<file path="src/rtl/z_angle_pkg.sv">
// Shared constants for the angle ROM and the round-robin pick function used by
// the ROM arbiter.
package z_angle_pkg;

    localparam int ANGLE_ADDR_WIDTH  = 10;
    localparam int ANGLE_DATA_WIDTH  = 32;
    localparam bit ANGLE_OUTPUT_REG  = 1'b0;
    localparam int ANGLE_ROM_LATENCY = ANGLE_OUTPUT_REG ? 2 : 1;
    localparam int RR_MAX_REQ        = 8;

    // Returns the first set index at or after ptr (mod n), or -1 when req is empty.
    // The scan runs from the far end so the nearest candidate is written last.
    function automatic int rr_pick(input logic [RR_MAX_REQ-1:0] req,
                                   input int ptr,
                                   input int n);
        int sel;
        int idx;
        sel = -1;
        for (int k = RR_MAX_REQ - 1; k >= 0; k--) begin
            if (k < n) begin
                idx = (ptr + k) % n;
                if (req[idx]) begin
                    sel = idx;
                end
            end
        end
        return sel;
    endfunction

endpackage

</file>
<file path="src/rtl/z_angle_rom_arbiter_rr_arbiter.sv">
// Combinational round-robin arbiter: one-hot grant plus the winner's index,
// starting the search at ptr.
module rr_arbiter
    import z_angle_pkg::*;
#(
    parameter int N = 4,
    localparam int IDX_W = $clog2(N)
) (
    input  logic [N-1:0]     req,
    input  logic [IDX_W-1:0] ptr,
    output logic [N-1:0]     gnt,
    output logic [IDX_W-1:0] gnt_idx
);

    logic [RR_MAX_REQ-1:0] req_ext;
    int                    sel;

    always_comb begin
        req_ext        = '0;
        req_ext[N-1:0] = req;
        sel            = rr_pick(req_ext, int'(ptr), N);
        gnt            = '0;
        gnt_idx        = '0;
        if (sel >= 0) begin
            gnt_idx  = IDX_W'(sel);
            gnt[sel] = 1'b1;
        end
    end

endmodule

</file>
<file path="src/rtl/z_angle_rom_arbiter.sv">
// Shares one single-port angle ROM between N_REQ CORDIC engines: round-robin
// issue, one read per clock, one-hot tagged responses after ROM_LATENCY cycles.
module z_angle_rom_arbiter
    import z_angle_pkg::*;
#(
    parameter int N_REQ       = 4,
    parameter int ADDR_WIDTH  = ANGLE_ADDR_WIDTH,
    parameter int DATA_WIDTH  = ANGLE_DATA_WIDTH,
    parameter int ROM_LATENCY = ANGLE_ROM_LATENCY
) (
    input  logic                        clk,
    input  logic                        rst_n,
    input  logic [N_REQ-1:0]            req_valid,
    input  logic [N_REQ*ADDR_WIDTH-1:0] req_addr,
    output logic [N_REQ-1:0]            req_ready,
    output logic [N_REQ-1:0]            rsp_valid,
    output logic [DATA_WIDTH-1:0]       rsp_data,
    output logic                        busy,
    output logic [ADDR_WIDTH-1:0]       rom_addr,
    output logic                        rom_clk_en,
    input  logic [DATA_WIDTH-1:0]       rom_rd_data
);

    localparam int IDX_W = $clog2(N_REQ);

    logic [IDX_W-1:0]       ptr;
    logic [IDX_W-1:0]       gnt_idx;
    logic [N_REQ-1:0]       gnt;
    logic [N_REQ-1:0]       req_live;
    logic                   gnt_any;
    logic [ADDR_WIDTH-1:0]  win_addr;
    logic [ADDR_WIDTH-1:0]  addr_hold;
    logic [ROM_LATENCY-1:0] vld_p;
    logic [N_REQ-1:0]       tag_p [ROM_LATENCY];

    // Requests are masked while reset is held so nothing is granted or driven.
    assign req_live = req_valid & {N_REQ{rst_n}};

    rr_arbiter #(.N(N_REQ)) u_arb (
        .req     (req_live),
        .ptr     (ptr),
        .gnt     (gnt),
        .gnt_idx (gnt_idx)
    );

    assign gnt_any   = |gnt;
    assign req_ready = gnt;
    assign win_addr  = req_addr[gnt_idx*ADDR_WIDTH +: ADDR_WIDTH];
    assign rom_addr  = gnt_any ? win_addr : addr_hold;

    always_ff @(posedge clk or negedge rst_n) begin
        if (!rst_n) begin
            ptr       <= '0;
            addr_hold <= '0;
        end else if (gnt_any) begin
            addr_hold <= win_addr;
            ptr       <= (int'(gnt_idx) == N_REQ - 1) ? '0 : gnt_idx + 1'b1;
        end
    end

    // Tag pipeline: stage 0 captures the issue, the last stage lines up with rd_data.
    always_ff @(posedge clk or negedge rst_n) begin
        if (!rst_n) begin
            vld_p <= '0;
            for (int k = 0; k < ROM_LATENCY; k++) begin
                tag_p[k] <= '0;
            end
        end else begin
            vld_p[0] <= gnt_any;
            tag_p[0] <= gnt;
            for (int k = 1; k < ROM_LATENCY; k++) begin
                vld_p[k] <= vld_p[k-1];
                tag_p[k] <= tag_p[k-1];
            end
        end
    end

    assign rsp_valid  = tag_p[ROM_LATENCY-1] & {N_REQ{vld_p[ROM_LATENCY-1]}};
    assign rsp_data   = rom_rd_data;
    assign busy       = |vld_p;
    assign rom_clk_en = gnt_any | busy;

endmodule

</file>
<file path="config.mk">
export PLATFORM = sky130hd
export DESIGN_NAME = z_angle_rom_arbiter
export DESIGN_NICKNAME = d
export VERILOG_FILES = /design/src/rtl/z_angle_pkg.sv /design/src/rtl/z_angle_rom_arbiter_rr_arbiter.sv /design/src/rtl/z_angle_rom_arbiter.sv
export SDC_FILE = /design/constraint.sdc
export NUM_CORES = 1
export LEC_CHECK = 0
export ABC_AREA = 1
export CAP_MARGIN = 20
export CORE_UTILIZATION = 36
export DETAILED_ROUTE_END_ITERATION = 16
export GPL_TIMING_DRIVEN = 0
export PLACE_DENSITY = 0.87
export SKIP_CTS_REPAIR_TIMING = 1
export SLEW_MARGIN = 20
export SYNTH_ARGS = -nofsm -noshare
export SYNTH_HDL_FRONTEND = slang
export SYNTH_SLANG_ARGS = --single-unit
</file>
<file path="constraint.sdc">
create_clock -name clk -period 5.2 [get_ports clk]
set_clock_uncertainty 0.15 [all_clocks]
set_input_delay 1.04 -clock clk [delete_from_list [all_inputs] [get_ports clk]]
set_output_delay 1.04 -clock clk [all_outputs]
set_load 0.05 [all_outputs]
</file>
==> reports/metrics.cfg <==
[sta]
timing_max_transition_violations_final = 0
timing_worst_slew_pin_value_ns = 0.5370
fin_ws_ns = 0.3845
setup_viol = 0
final_hold_viol_count = 0
maxSlewHeadroom = 0.6409
achievable-frequency_ghz = 0.2077
finalWorstPathRequiredPeriod_ns = 4.816
unrepaired_setup_endpoints_after_global_routing = no
fin_crit_sh = 0.9261

[flow_run]
maxCapViolCount = 0

[logic_synthesis]
number_of_flops_mapped_to_enable_cells_by_yosys = 0
synthesis.yosys.warnings = 0
asyncSetResetFlopFracSynth = 1.000
synth_area_per_cell_um2 = 6.195
synth_ff_type = dfrtp_1
synth_cells = 265
synth.lib_cells_used.distinct = 21
synthesis.area_um2 = 1642
postSynthNetCount = 343
synth-seq-area-share = 0.2591
postSynthRegisterBits = 17

[final_layout]
n_antenna_cell = 0
final_util = 0.6241
layout_commonest_cell = clkdlybuf4s50_1
layout.filler_cells = 383
stdcell_count = 418
number_of_nets_at_the_end_of_the_flow = 445
post_route_cells_drive_above_1_share = 0.1667
layout-area-overhead-vs-synth_pct = 65.55
layout.cells.most_common_list = 96 x clkdlybuf4s50_1, 84 x nand2_1, 49 x inv_1, 34 x buf_4, 28 x nand3_1

[clocking]
path_clk_slew_ns = 0.06
h_tree_levels = 1
numCtsBuffers = 3
clock_sink_count = 17
cts_tree = done
cts.root.buffer_cell = clkbuf_8
clock_latency_ns = 0.24
cts-root-to-sink-buffers = 2

[placement]
weighted_congestion_reported_at_the_end_of_routability_driven_placement = 0.8101
place_ws_ns = -0.3440
place.port_buffers = 97
place_inst = 414
hpwl_um = 3763

[floorplan]
chipHeight_um = 69.53
core_region_area_um2 = 4354
die_x_um = 69.53
count_of_boundary_i_o_pins = 130
placementRows = 24
floorplan.initialDensity = 0.3770
design.die.area_um2 = 4834

[route]
num_vias = 1954
drt_iter0_markers = 94
dr.pass1.iters = 4
post-route-drc-count = 0
avgViaCountPerCell = 4.675
wirelength_um = 4644
ant_nets = 0
routedWlPerCell_um = 11.11

[setup_path]
critical_path_class = in2out
setup.worst_path.end_class = output port
critical_path_required_ns = 4.01
timing.critical_path.arrival_ns = 3.63
timing.critical_path.from_type = primary input
critical_path_maximum_fanout = 23

[worst_hold_path]
min_path_type = reg2reg

[global_route]
grt_max_degree = 24
grt_remaining_overflow = 0
vias_in_the_first_global_route = 1755
grt_antenna_before_repair = 0
gr-usage-all-layers = 0.1883
grt_first_pass_wirelength_um = 7603

[run_status]
outcome = finished clean

==> final timing paths <==
check / slack (ns) / cells past startpoint / from / endpoint
max: 0.38 / 15 / rst_n / rom_addr[1]
min: 0.33 / 2 / addr_hold[9]$_DFF_PN0_ / addr_hold[9]$_DFF_PN0_
max reg2reg: 3.10 / 14 / ptr[0]$_DFFE_PN0N_ / addr_hold[1]$_DFF_PN0_
min reg2reg: 0.33 / 2 / addr_hold[9]$_DFF_PN0_ / addr_hold[9]$_DFF_PN0_
max in group asynchronous: 3.96 / 1 / rst_n / busy$_DFF_PN0_
min in group asynchronous: 0.60 / 1 / rst_n / ptr[1]$_DFFE_PN0N_
==> registers in the layout (all words and copies together) (netlist names) <==
name / cells
busy: 1
tag_p: 4
addr_hold: 10
ptr: 2
==> stage by stage <==
| stage | instance area [um2] | TNS (ns) | hold slack [ns] |
|---|---|---|---|
| floorplan | 1642 | 0 | 0.4487 |
| global placement | 2678 | -2.721 | 0.3114 |
| detailed placement | 2678 | -3.364 | 0.3127 |
| CTS | 2723 | -3.414 | 0.3291 |
| global route | 2718 | 0 | 0.3347 |
| finish | 2718 | 0 | 0.3257 |
==> cells by family (layout without fill, tap and decap cells) <==
kind of cell,count (synthesis),after routing,synth area share
and+or+nand+nor,144,144,0.4001
buffers and inverters,97,198,0.3095
DFF,17,17,0.2591
AOI/OAI and AO/OA,5,5,0.02058
xor gates and xnor gates,2,2,0.01067
==> synthesized netlist by cell type (all sizes together), types with 2 or more instances <==
library cell,count,area [um2]
nor2,4,15.01
nand2,88,340.3
buf,44,305.3
dfrtp,17,425.4
inv,52,197.7
nand4,20,125.1
nand3,31,170.2
o21ai,2,13.76
==> area by class of cell <==
class | count | area [um2] | area share
tap | 52 | 65.06 | 0.02394
timing repair buffer | 97 | 965.9 | 0.3554
sequential | 17 | 425.4 | 0.1565
buffer | 45 | 310.3 | 0.1142
multi-input combinational | 151 | 708.2 | 0.2606
inverter | 52 | 197.7 | 0.07274
clock buffer | 4 | 45.04 | 0.01657
==> critical path, stage by stage <==
cell and delay (ns):
clkbuf_2 0.40, nand2_1 0.16, o21ai_2 0.19, nand3_1 0.10, nand2_1 0.07, nand2_1 0.05, nand2_1 0.08, nand2_2 0.07
nand2_2 0.08, buf_2 0.23, nand3_1 0.12, nand2_1 0.08, nand2_1 0.07, nand2_1 0.09, clkdlybuf4s50_1 0.80
==> routing by layer <==
metal | track usage | routed length [um]
met1 | 0.2516 | 1973
met2 | 0.3204 | 2216
met3 | 0.01599 | 343
met4 | 0.06122 | 110
met5 | 0 | 0
Power is left out: the tool's default activity adds up to more than one toggle a clock period on the data nets, which glitch-free logic cannot reach.
